--- src/rtl/unpacked_array_packer_pkg.sv ---
// unpacked_array_pkg
//   Shared definitions for the unpacked-array packer: default lane geometry,
//   the lane type at default sizes, the FIFO occupancy encoding and a helper
//   that packs an unpacked lane array into a flat vector (lane 0 in the LSBs).
//   No ports.
package unpacked_array_pkg;

    localparam int N_DEF  = 4;
    localparam int W_DEF  = 8;
    localparam int CW_DEF = 16;

    typedef logic [W_DEF-1:0] lane_t;

    typedef enum logic [1:0] {
        OCC_EMPTY = 2'd0,
        OCC_ONE   = 2'd1,
        OCC_FULL  = 2'd2
    } occ_e;

    function automatic logic [N_DEF*W_DEF-1:0] pack_lanes(input lane_t lanes [0:N_DEF-1]);
        logic [N_DEF*W_DEF-1:0] w;
        w = '0;
        for (int i = 0; i < N_DEF; i++) begin
            w[i*W_DEF +: W_DEF] = lanes[i];
        end
        return w;
    endfunction

endpackage

--- src/rtl/unpacked_array_packer_if.sv ---
// unpacked_array_packer_if
//   Handshake and data bundle between a producer of unpacked lane arrays, the
//   packer, and a packed-bus consumer.
//   master : producer/consumer side (drives in_valid, in_data, in_mask, out_ready)
//   slave  : packer side (drives in_ready, out_valid, out_data, xfer_count)
interface unpacked_array_packer_if #(
    parameter int N  = 4,
    parameter int W  = 8,
    parameter int CW = 16
);
    logic             in_valid;
    logic             in_ready;
    logic [W-1:0]     in_data [0:N-1];
    logic             in_mask [0:N-1];
    logic             out_valid;
    logic             out_ready;
    logic [N*W-1:0]   out_data;
    logic [CW-1:0]    xfer_count;

    modport master (
        output in_valid, in_data, in_mask, out_ready,
        input  in_ready, out_valid, out_data, xfer_count
    );

    modport slave (
        input  in_valid, in_data, in_mask, out_ready,
        output in_ready, out_valid, out_data, xfer_count
    );
endinterface

--- src/rtl/packed_skid_fifo.sv ---
// packed_skid_fifo
//   Two-entry FIFO holding packed words. dout is the head entry; it keeps the
//   last popped word while empty, and is cleared by reset.
//   Ports: clock, reset (sync, active-high), push/din, pop/dout, full, empty.
//   Pushes while full and pops while empty are ignored.
//
//   state     | meaning
//   ----------+-------------------------------------------
//   OCC_EMPTY | no entries; wr_ptr == rd_ptr
//   OCC_ONE   | head at rd_ptr; wr_ptr == ~rd_ptr
//   OCC_FULL  | both entries valid; head at rd_ptr
module packed_skid_fifo
    import unpacked_array_pkg::*;
#(
    parameter int DW = 32
) (
    input  logic          clock,
    input  logic          reset,
    input  logic          push,
    input  logic [DW-1:0] din,
    input  logic          pop,
    output logic [DW-1:0] dout,
    output logic          full,
    output logic          empty
);
    occ_e          state_q, state_d;
    logic          rd_ptr_q, rd_ptr_d;
    logic          wr_ptr_q, wr_ptr_d;
    logic [DW-1:0] mem_q [0:1];
    logic          do_push;
    logic          do_pop;

    assign do_push = push && (state_q != OCC_FULL);
    assign do_pop  = pop  && (state_q != OCC_EMPTY);

    always_comb begin
        state_d  = state_q;
        rd_ptr_d = rd_ptr_q;
        wr_ptr_d = wr_ptr_q;
        case (state_q)
            OCC_EMPTY: begin
                if (do_push) begin
                    state_d  = OCC_ONE;
                    wr_ptr_d = ~wr_ptr_q;
                end
            end
            OCC_ONE: begin
                if (do_push && do_pop) begin
                    rd_ptr_d = ~rd_ptr_q;
                    wr_ptr_d = ~wr_ptr_q;
                end else if (do_push) begin
                    state_d  = OCC_FULL;
                    wr_ptr_d = ~wr_ptr_q;
                end else if (do_pop) begin
                    // Leave rd_ptr on the popped entry so dout holds its last
                    // value; the next push lands in that same slot.
                    state_d  = OCC_EMPTY;
                    wr_ptr_d = rd_ptr_q;
                end
            end
            OCC_FULL: begin
                if (do_pop) begin
                    state_d  = OCC_ONE;
                    rd_ptr_d = ~rd_ptr_q;
                end
            end
            default: begin
                state_d  = OCC_EMPTY;
                rd_ptr_d = 1'b0;
                wr_ptr_d = 1'b0;
            end
        endcase
    end

    always_ff @(posedge clock) begin
        if (reset) begin
            state_q  <= OCC_EMPTY;
            rd_ptr_q <= 1'b0;
            wr_ptr_q <= 1'b0;
            for (int i = 0; i < 2; i++) begin
                mem_q[i] <= '0;
            end
        end else begin
            state_q  <= state_d;
            rd_ptr_q <= rd_ptr_d;
            wr_ptr_q <= wr_ptr_d;
            if (do_push) begin
                mem_q[wr_ptr_q] <= din;
            end
        end
    end

    assign dout  = mem_q[rd_ptr_q];
    assign full  = (state_q == OCC_FULL);
    assign empty = (state_q == OCC_EMPTY);

endmodule

--- src/rtl/unpacked_array_packer.sv ---
// unpacked_array_packer
//   Accepts an unpacked array of N lanes (W bits each) with a per-lane update
//   mask, merges masked lanes with held lane values, packs the result
//   (lane i -> bits [i*W +: W]) and queues it in a 2-entry FIFO.
//   Ports: clock, reset (sync, active-high), bus (slave modport carrying
//   in_valid/in_ready/in_data/in_mask, out_valid/out_ready/out_data and the
//   output handshake counter xfer_count).
module unpacked_array_packer
    import unpacked_array_pkg::*;
#(
    parameter int N  = N_DEF,
    parameter int W  = W_DEF,
    parameter int CW = CW_DEF
) (
    input  logic                   clock,
    input  logic                   reset,
    unpacked_array_packer_if.slave bus
);
    logic [W-1:0]   hold_q [0:N-1];
    logic [W-1:0]   merged [0:N-1];
    logic [N*W-1:0] packed_w;
    logic [CW-1:0]  xfer_q;
    logic           fifo_full;
    logic           fifo_empty;
    logic           in_ready;
    logic           accept;
    logic           pop;

    // in_ready comes straight from the FIFO state flops, so out_ready never
    // reaches it combinationally.
    assign in_ready = !fifo_full;
    assign accept   = bus.in_valid && in_ready;
    assign pop      = !fifo_empty && bus.out_ready;

    always_comb begin
        packed_w = '0;
        for (int i = 0; i < N; i++) begin
            merged[i] = bus.in_mask[i] ? bus.in_data[i] : hold_q[i];
            packed_w[i*W +: W] = merged[i];
        end
    end

    always_ff @(posedge clock) begin
        if (reset) begin
            for (int i = 0; i < N; i++) begin
                hold_q[i] <= '0;
            end
        end else if (accept) begin
            for (int i = 0; i < N; i++) begin
                hold_q[i] <= merged[i];
            end
        end
    end

    always_ff @(posedge clock) begin
        if (reset) begin
            xfer_q <= '0;
        end else if (pop) begin
            xfer_q <= xfer_q + CW'(1);
        end
    end

    packed_skid_fifo #(
        .DW (N*W)
    ) u_fifo (
        .clock (clock),
        .reset (reset),
        .push  (accept),
        .din   (packed_w),
        .pop   (pop),
        .dout  (bus.out_data),
        .full  (fifo_full),
        .empty (fifo_empty)
    );

    assign bus.in_ready   = in_ready;
    assign bus.out_valid  = !fifo_empty;
    assign bus.xfer_count = xfer_q;

endmodule

--- src/flat_wrapper.sv ---
// flat-port wrapper written by rule: the top's interface ports become plain ports
module unpacked_array_packer_flat import unpacked_array_pkg::*;
#(
    parameter int N  = N_DEF,
    parameter int W  = W_DEF,
    parameter int CW = CW_DEF
)
  (clock, reset, bus_in_valid, bus_in_data, bus_in_mask, bus_out_ready, bus_in_ready, bus_out_valid, bus_out_data, bus_xfer_count);
  unpacked_array_packer_if #(.N(N), .W(W), .CW(CW)) bus_i ();
  input  logic clock;
  input  logic reset;
  input wire logic [$bits(bus_i.in_valid)-1:0] bus_in_valid;
  input wire logic [$bits(bus_i.in_data)-1:0] bus_in_data;
  input wire logic [$bits(bus_i.in_mask)-1:0] bus_in_mask;
  input wire logic [$bits(bus_i.out_ready)-1:0] bus_out_ready;
  output wire logic [$bits(bus_i.in_ready)-1:0] bus_in_ready;
  output wire logic [$bits(bus_i.out_valid)-1:0] bus_out_valid;
  output wire logic [$bits(bus_i.out_data)-1:0] bus_out_data;
  output wire logic [$bits(bus_i.xfer_count)-1:0] bus_xfer_count;
  assign bus_i.in_valid = bus_in_valid;
  assign bus_i.in_data = {>>{bus_in_data}};
  assign bus_i.in_mask = {>>{bus_in_mask}};
  assign bus_i.out_ready = bus_out_ready;
  assign bus_in_ready = bus_i.in_ready;
  assign bus_out_valid = bus_i.out_valid;
  assign bus_out_data = bus_i.out_data;
  assign bus_xfer_count = bus_i.xfer_count;
  unpacked_array_packer #(.N(N), .W(W), .CW(CW)) u_core (.clock(clock), .reset(reset), .bus(bus_i));
endmodule
--- config.mk ---
export PLATFORM = sky130hd
export DESIGN_NAME = unpacked_array_packer_flat
export DESIGN_NICKNAME = d
export VERILOG_FILES = /design/src/rtl/unpacked_array_packer_pkg.sv /design/src/rtl/unpacked_array_packer_if.sv /design/src/rtl/packed_skid_fifo.sv /design/src/rtl/unpacked_array_packer.sv /design/src/flat_wrapper.sv
export SDC_FILE = /design/constraint.sdc
export NUM_CORES = 1
export LEC_CHECK = 0
export ABC_AREA = 1
export CORE_UTILIZATION = 50
export DETAILED_ROUTE_END_ITERATION = 8
export PLACE_DENSITY = 0.77
export SYNTH_ARGS = -nofsm -noshare
export SYNTH_HDL_FRONTEND = slang
export SYNTH_SLANG_ARGS = --single-unit
--- constraint.sdc ---
create_clock -name clock -period 3.25 [get_ports clock]
set_clock_uncertainty 0.05 [all_clocks]
set_input_delay 0.975 -clock clock [delete_from_list [all_inputs] [get_ports clock]]
set_output_delay 0.975 -clock clock [all_outputs]
set_load 0.1 [all_outputs]
# Yosys cells after proc, flatten, opt, wreduce, memory -nomap -nowiden
# Memories as Yosys holds them, arrays and structs flattened. A register that Yosys moved wholly into a read port is not among the register bits.
# Cells that the tools add are included.
dict set report word_totals {
  in_bits 40
  n_memories 2
  wordCells 72
  reg_bits 20
  ramBits 96
  out_inout_bits 50
}
dict set report classes {
  n_reduce_logical 13
  n_addsub 1
  mux 35
  n_eq_ne 9
  bitwise_logic 8
}
# memory words word_bits read_ports rd_ports_with_merged_regs write_ports line
set mem_list {}
lappend mem_list {u_core.u_fifo.mem_q 2 32 1 1 2 packed_skid_fifo.sv:29} ;# logic [DW-1:0] mem_q [0:1];
lappend mem_list {u_core.hold_q 4 8 4 0 4 unpacked_array_packer.sv:19} ;# logic [W-1:0] hold_q [0:N-1];
# operator n
set ops {}
lappend ops {{8-bit 2-to-1 mux} 8}
lappend ops {{32-bit 2-to-1 mux} 1}
lappend ops {{32-bit OR reduction} 1}
lappend ops {{1-bit 2-to-1 mux} 18}
lappend ops {{16-bit by 1-bit adder with 16-bit output (second input constant)} 1}
lappend ops {{2-bit 2-to-1 mux} 5}
lappend ops {{2-bit != test (second input constant)} 5}
lappend ops {{1-bit case mux with 3 select lines} 2}
lappend ops {{2-bit case mux with 3 select lines} 1}
lappend ops {{3-bit AND reduction} 2}
lappend ops {{1-bit logical AND} 5}
lappend ops {{4-bit != test (second input constant)} 1}
lappend ops {{1-bit inverter} 4}
lappend ops {{1-bit bitwise OR} 4}
lappend ops {{4-bit AND reduction} 1}
lappend ops {{3-bit != test (second input constant)} 1}
lappend ops {{2-bit by 1-bit == test with 1-bit output (second input constant)} 1}
lappend ops {{2-bit == test (second input constant)} 1}
lappend ops {{1-bit zero test} 2}
lappend ops {{2-bit zero test} 1}
lappend ops {{2-bit nonzero test} 1}

# Depth between registers and ports, before layout
# Gate-level depths: netlist of run 1.
dict set report depth {
  word_depth 9
  ltp_mapped 10
  depth_no_buf 10
}

# Modules after synthesis
# From an unflattened synthesis of run 1, not the netlist that was laid out.
dict set report unflattened {
  hier_cells 610
  hier_area_um2 5647.9
}
# mod instances cells_each area_each_um2 seq_area_each_um2
set by_module_without_submodules {}
lappend by_module_without_submodules {packed_skid_fifo 1 268 3110.5 2021.9}
lappend by_module_without_submodules {unpacked_array_packer 1 342 2537.4 1281.2}

# Worst setup path after synthesis of run 1
# Ideal clock, no wire load.
dict set report synth_path {
  path_type {reg-to-reg}
  start {register u_core.u_fifo.state_q[0]}
  end {memory u_core.u_fifo.mem_q[0][0] (enable)}
  required_time_ns 2.811
  period_less_slack_ns 2.752
  arrival_ns 2.312
  slack_ns 0.498
  path_stages_with_launch 9
  setup_time_ns 0.389
  path_buffers 1
  path_cell_list {dfxtp_1 inv_1 ha_1 inv_2 nand2_2 nor2_4 nand2_4 buf_6 nand2_1}
}
# element line
set synth_rtl {}
lappend synth_rtl {{from (decl)} packed_skid_fifo.sv:26} ;# occ_e state_q, state_d;
lappend synth_rtl {{from (signal assigned)} packed_skid_fifo.sv:84} ;# state_q <= state_d;
lappend synth_rtl {{to (decl)} packed_skid_fifo.sv:29}

==> out/metrics.cfg, run 1 <==
[status]
status=finished, final reports clean

[synthesis]
avgSynthCellArea_um2=11.7
synth_top_area_cell=edfxtp_1
async_reset_ff_share_pct=0
yosysUniqueCellTypes=29
seq_area_frac_synth_pct=62.2
yosys_warnings=0
yosysMostFrequentCell=nor2_1
mappedNetlistNets=500
syn-cell-area_um2=5310
synth_edf_count=96
synth_seq_cells=117
synth-main-ff-cell=edfxtp_1
synth_area_leaders=edfxtp_1 (54%), nor2_1 (9.0%), dfxtp_1 (7.9%)
syn_inst=455
yosys.area.top_type_share_pct=54.3
synth_common_cells=nor2_1 (128), edfxtp_1 (96), nand2_1 (44)

[setup_path]
critPathCaptureType=output port
cp_max_fo=32
crit_slowest_cell=mux2_2
critical_path.top_delay_family=buffers and inverters
path_buf_inv=2
reg2reg_depth=8
criticalPathCategory=flop to output port
start_kind=flop
cp_num_cells=3
critPathRequiredTime_ns=2.22
crit_arrival_ns=1.83
worstPathCellList=buf_4 > mux2_2 > buf_12
cpPeakStageDelay_ns=0.44

[timing]
hold_viol_final=0
max_slew.worst_pin.slew_ns=0.571
rsz0062_at_grt=false
slew_viol_final=0
final.setup.tns_ns=0
worst_slew_margin_rel_pct=61.9
period_needed_ns=2.86
setup_viol=0
fin_crit_sh_pct=88.0
max_freq_mhz=350

[placed_design]
io_buffers=89
dp_hpwl_mm=7.13
place_congestion=0.788

[layout]
syn_to_final_growth_pct=35.2
num_antenna_cells=0
fin_nets=596
layout-drive-gt1-share_pct=24.8
nFillCells=709
utilization_pct=69.5
multi_input_area_um2=1760
final-seq-area_um2=3300

[clock_network]
numCtsBuffers=17
clk_pin_slew_ns=0.06
holdBufCountCts=0
cts_tree=built
clock_sinks=117
h-tree-depth=4
clockRootBuffer=clkbuf_8
cts_buffer_depth=2
ctsResizeCount=0
clock_latency_ns=0.51
post_cts_buffers=0

[power_and_ir_drop]
p_int_mw=3.97
power.leakage_nw=2.92
clock_power_share_pct=28.0
seqPwrFrac_pct=29.4
p_sw_mw=2.63
p_sw_share_pct=39.8
share_comb_of_total_power_pct=42.7
cellPowerDensity_nw_per_um2=918
max-vdd-ir-drop_mv=0.491

[grt]
grt_pass1_vias=3751
grt_use_met3_pct=5.74
use_met2_pct=38.3
busiest_layer=met2
grt_pass1_wl_mm=18.0
gr-total-overflow=0
antenna_found_initial=0
grt_max_degree=33
grt_use_met1_pct=25.1
grt_usage_pct=21.4

[worst_hold_path]
hold_depth=2
hp-class=flop to flop

[detailed_routing]
drt_iter0_drc=179
viasPerCell=5.24
wl_mm=11.1
wl_per_cell_um=15.9
vias=3666
remaining_drc_errors=0
antenna_left=0
drt_pass1_iterations=4

[floorplan]
io_pins=90
dieWidth_um=105
die_h_um=105
dieArea_um2=11000
num_rows=37
initial_utilization_pct=51.4
design.core.area_um2=10300

[flow_run]
maxCapViolations=0

[power groups by stage]
stage / logic, mW / registers (mW) / clock network (mW)
2_1_floorplan: 1.87 / 2.00 / 0
3_3_place_gp: 2.78 / 1.95 / 0
3_5_place_dp: 2.80 / 1.96 / 0
4_1_cts: 2.83 / 1.94 / 1.87
5_1_grt: 2.93 / 1.95 / 1.93
6_report: 2.81 / 1.94 / 1.84
[state kept, by name, summed over array words and instances (netlist names), named ones only]
register,cells
u_core.u_fifo.wr_ptr_q,1
u_core.hold_q,32
u_core.u_fifo.mem_q,64
u_core.u_fifo.state_q,2
u_core.bus.xfer_count,16
u_core.u_fifo.rd_ptr_q,1
[final cells by class]
cell class,instances,share of cell area [%]
Multi-Input combinational cell,294,24.6
Inverter,26,1.36
Tap cell,136,2.37
Clock buffer,17,5.77
Timing Repair Buffer,95,17.4
Clock inverter,15,2.49
Sequential cell,117,46.0
[layer usage]
layer | wire, um | vias to the layer above | part of all wire [%]
met3 | 655 | 9 | 5.9
li1 | - | 1746 | -
met1 | 4530 | 1786 | 41
met5 | 0 | - | 0
met2 | 5840 | 125 | 52
met4 | 102 | 0 | 0.92
[per-stage QoR]
| step | area [um2] | cells | power, mW | hold WS [ns] | setup WS, ns |
|---|---|---|---|---|---|
| 2_1_floorplan | 5310 | 455 | 3.87 | 0.472 | 0.498 |
| 4_1_cts | 7180 | 700 | 6.63 | 0.467 | 0.366 |
| 6_report | 7180 | 700 | 6.59 | 0.467 | 0.391 |
| 3_3_place_gp | 6580 | 668 | 4.74 | 0.449 | 0.525 |
| 3_5_place_dp | 6580 | 668 | 4.77 | 0.455 | 0.482 |
| 5_1_grt | 7180 | 700 | 6.82 | 0.491 | 0.299 |
[worst register-to-register path, cell delays in order, from the launching register on]
cell     delay (ns)
dfxtp_1        0.36
inv_1          0.09
ha_1           0.25
inv_2          0.11
nand2_2        0.11
nor2_4         0.18
nand2_4        0.06
nand2_1        0.11
buf_12         0.24
[cell usage in the layout, fill, tap and decap left out, types with 2 or more instances in the layout]
master,count
nand2_1,44
nand2_4,5
edfxtp_1,96
nand3_2,3
bufinv_16,3
clkinvlp_4,3
nand2_2,2
mux2i_1,32
a21oi_1,10
nand4_1,4
nor2_4,4
clkinv_4,3
o21ai_0,7
nand3_1,11
ha_1,5
buf_12,35
clkinv_2,2
inv_6,3
nor2_1,128
clkdlybuf4s50_1,39
inv_2,5
buf_4,21
clkbuf_16,16
inv_1,21
dfxtp_1,21
mux2_2,31
[path summary, 6_finish.rpt]
| check | endpoint | from | slack [ns] |
|---|---|---|---|
| max | bus_out_data[18] | flop | 0.39 |
| min | u_core.bus.xfer_count[5] | u_core.bus.xfer_count[5] | 0.47 |
| max reg2reg | u_core.u_fifo.mem_q[0][30] | u_core.u_fifo.state_q[0] | 1.39 |
| min reg2reg | u_core.bus.xfer_count[5] | u_core.bus.xfer_count[5] | 0.47 |
[cells by family (layout without fill, tap and decap cells)]
| kind of cell | count (synthesis) | count (layout) | share of synthesized area (%) |
|---|---|---|---|
| fa+ha+maj | 5 | 5 | 1.18 |
| flops | 117 | 117 | 62.2 |
| compound gates | 19 | 19 | 1.93 |
| xor+xnor | 2 | 2 | 0.330 |
| simple gates | 204 | 204 | 17.0 |
| mux | 64 | 64 | 12.8 |
| buf+inv | 44 | 153 | 4.57 |
Power figures use the tool's default switching activity.
==> run 2, diff against run 1 <==
--- a/config.mk
+++ b/config.mk
@@ -6,9 +6,11 @@
 export NUM_CORES = 1
 export LEC_CHECK = 0
 export ABC_AREA = 1
-export CORE_UTILIZATION = 50
+export CELL_PAD_IN_SITES_DETAIL_PLACEMENT = 1
+export CELL_PAD_IN_SITES_GLOBAL_PLACEMENT = 1
+export CORE_UTILIZATION = 42
 export DETAILED_ROUTE_END_ITERATION = 8
-export PLACE_DENSITY = 0.77
+export PLACE_DENSITY = 0.8
 export SYNTH_ARGS = -nofsm -noshare
 export SYNTH_HDL_FRONTEND = slang
 export SYNTH_SLANG_ARGS = --single-unit
==> run 2 against run 1 <==
- worst hold slack worse by 0.0043 ns
- wire length increased by 21%
- via count fell by 0.55%
- clock-buffer cell count rose by 11
- register-to-register slack lost 0.19 ns
- core utilization down 9.7 points
- combinational power is essentially flat
- design area is 1.4% higher
- first-iteration DRC count down 38%
- cell count increased by 5.0%
- clock power rose by 5%
- power is 2.3% higher
==> out/metrics.cfg, run 2 (synthesis gave the netlist of run 1 again) <==
[layout]
final_common_cell=nor2_1
largest_reg_flops=64
syn_to_final_growth_pct=37.0
layout_common_cells=nor2_1 (128), edfxtp_1 (96), nand2_1 (42), clkdlybuf4s50_1 (39), buf_12 (34)
nFillCells=1239
num_antenna_cells=0
fin_nets=599
top_register=u_core.u_fifo.mem_q
utilization_pct=59.8
layout-drive-gt1-share_pct=25.6

[detailed_routing]
drt_iter0_drc=111
antenna_left=0
wl_mm=13.4
wl_per_cell_um=18.2
remaining_drc_errors=0
drt_pass1_iterations=4
vias=3646
viasPerCell=4.96

[timing]
rsz0062_at_grt=false
hold_viol_final=0
slew_viol_final=0
max_slew.worst_pin.slew_ns=0.637
fin_crit_sh_pct=90.3
period_needed_ns=2.93
worst_slew_margin_rel_pct=57.5
setup_viol=0
max_freq_mhz=341
final.setup.tns_ns=0
hold_ws_ns=0.463

[clock_network]
clock_latency_ns=0.42
cts_buffer_depth=2
clk_pin_slew_ns=0.06
clock_sinks=117
ctsResizeCount=0
clockRootBuffer=clkbuf_16
h-tree-depth=4
holdBufCountCts=0
numCtsBuffers=17
post_cts_buffers=0
cts_tree=built

[grt]
antenna_found_initial=0
grt_usage_pct=22.1
grt_pass1_wl_mm=21.3
grt_max_degree=33
grt_pass1_vias=4023
gr-total-overflow=0

[floorplan]
dieArea_um2=13100
initial_utilization_pct=43.7
design.core.area_um2=12200
io_pins=90
dieWidth_um=114
die_h_um=114
num_rows=40

[setup_path]
worstPathCellList=buf_4 > mux2_2 > buf_12
start_kind=flop
cp_max_fo=18
crit_arrival_ns=1.91
cpPeakStageDelay_ns=0.60
critPathCaptureType=output port
crit_slowest_cell=dfxtp_2
critPathRequiredTime_ns=2.22
criticalPathCategory=flop to output port
reg2reg_depth=8

[placed_design]
place_congestion=0.769
io_buffers=89
dp_hpwl_mm=8.66

[power_and_ir_drop]
max-vdd-ir-drop_mv=0.641
power.leakage_nw=2.97
cellPowerDensity_nw_per_um2=927

[worst_hold_path]
hp-class=flop to flop
hold_depth=1

[status]
status=finished, final reports clean

[flow_run]
maxCapViolations=0

[run 2: cell count changes in the layout (fill, tap and decap cells not counted), sizes merged]
| cell | previous run | this run |
|---|---|---|
| inv | 29 | 27 |
| buf | 56 | 59 |
| clkbuf | 17 | 28 |
| bufinv | 3 | 0 |
| clkinvlp | 3 | 0 |
| clkinv | 6 | 3 |
[run 2: layer usage]
| metal | track usage, % | routed length (um) | vias to the layer above |
|---|---|---|---|
| met4 | 9.61 | 257 | 0 |
| li1 | - | - | 1752 |
| met5 | 0 | 0 | - |
| met3 | 4.24 | 455 | 24 |
| met1 | 26.3 | 5820 | 1789 |
| met2 | 38.9 | 6880 | 81 |
[run 2: final timing paths]
kind | slack (ns) | from | end
min reg2reg | 0.46 | u_core.bus.xfer_count[3] | u_core.bus.xfer_count[3]
max | 0.32 | flop | bus_out_data[7]
max reg2reg | 1.20 | u_core.u_fifo.state_q[0] | u_core.u_fifo.mem_q[0][27]
min | 0.46 | u_core.bus.xfer_count[3] | u_core.bus.xfer_count[3]
[run 2: layout make-up]
class / instances / area [um2] / area share, %
flip-flops and latches: 117 / 3300 / 45.4
multi-input cells: 294 / 1770 / 24.3
repair buffers: 98 / 1260 / 17.3
clock buffers: 28 / 613 / 8.43
well taps: 168 / 210 / 2.89
inverters: 26 / 97.6 / 1.34
clock inverters: 4 / 21.3 / 0.292
[run 2: per-stage QoR]
step	worst slack, ns	total power, mW	std cells	cell area [um2]
2_1_floorplan	0.498	3.87	455	5310
3_3_place_gp	0.588	4.75	703	6640
3_5_place_dp	0.491	4.83	703	6640
4_1_cts	0.285	6.79	735	7270
5_1_grt	0.244	6.96	735	7270
6_report	0.315	6.74	735	7270
[run 2: critical path: cells and delay by family (launching register included)]
kind | cells | cell delay [ns]
buf+inv | 2 | 0.48
mux | 1 | 0.40
flops | 1 | 0.60
[run 2: report_power, final]
group / switching, mW / internal [mW] / leakage [nW] / total, mW
combinational: 1.88 / 0.939 / 1.46 / 2.82
clock: 0.655 / 1.28 / 0.318 / 1.94
sequential: 0.119 / 1.87 / 1.19 / 1.99
total: 2.65 / 4.09 / 2.97 / 6.74
==> run 3, diff against run 2 <==
--- a/config.mk
+++ b/config.mk
@@ -14,3 +14,4 @@
 export SYNTH_ARGS = -nofsm -noshare
 export SYNTH_HDL_FRONTEND = slang
 export SYNTH_SLANG_ARGS = --single-unit
+export TNS_END_PERCENT = 20
==> results of run 3 <==
No change in the layout: final DEF, timing and power equal those of run 2.
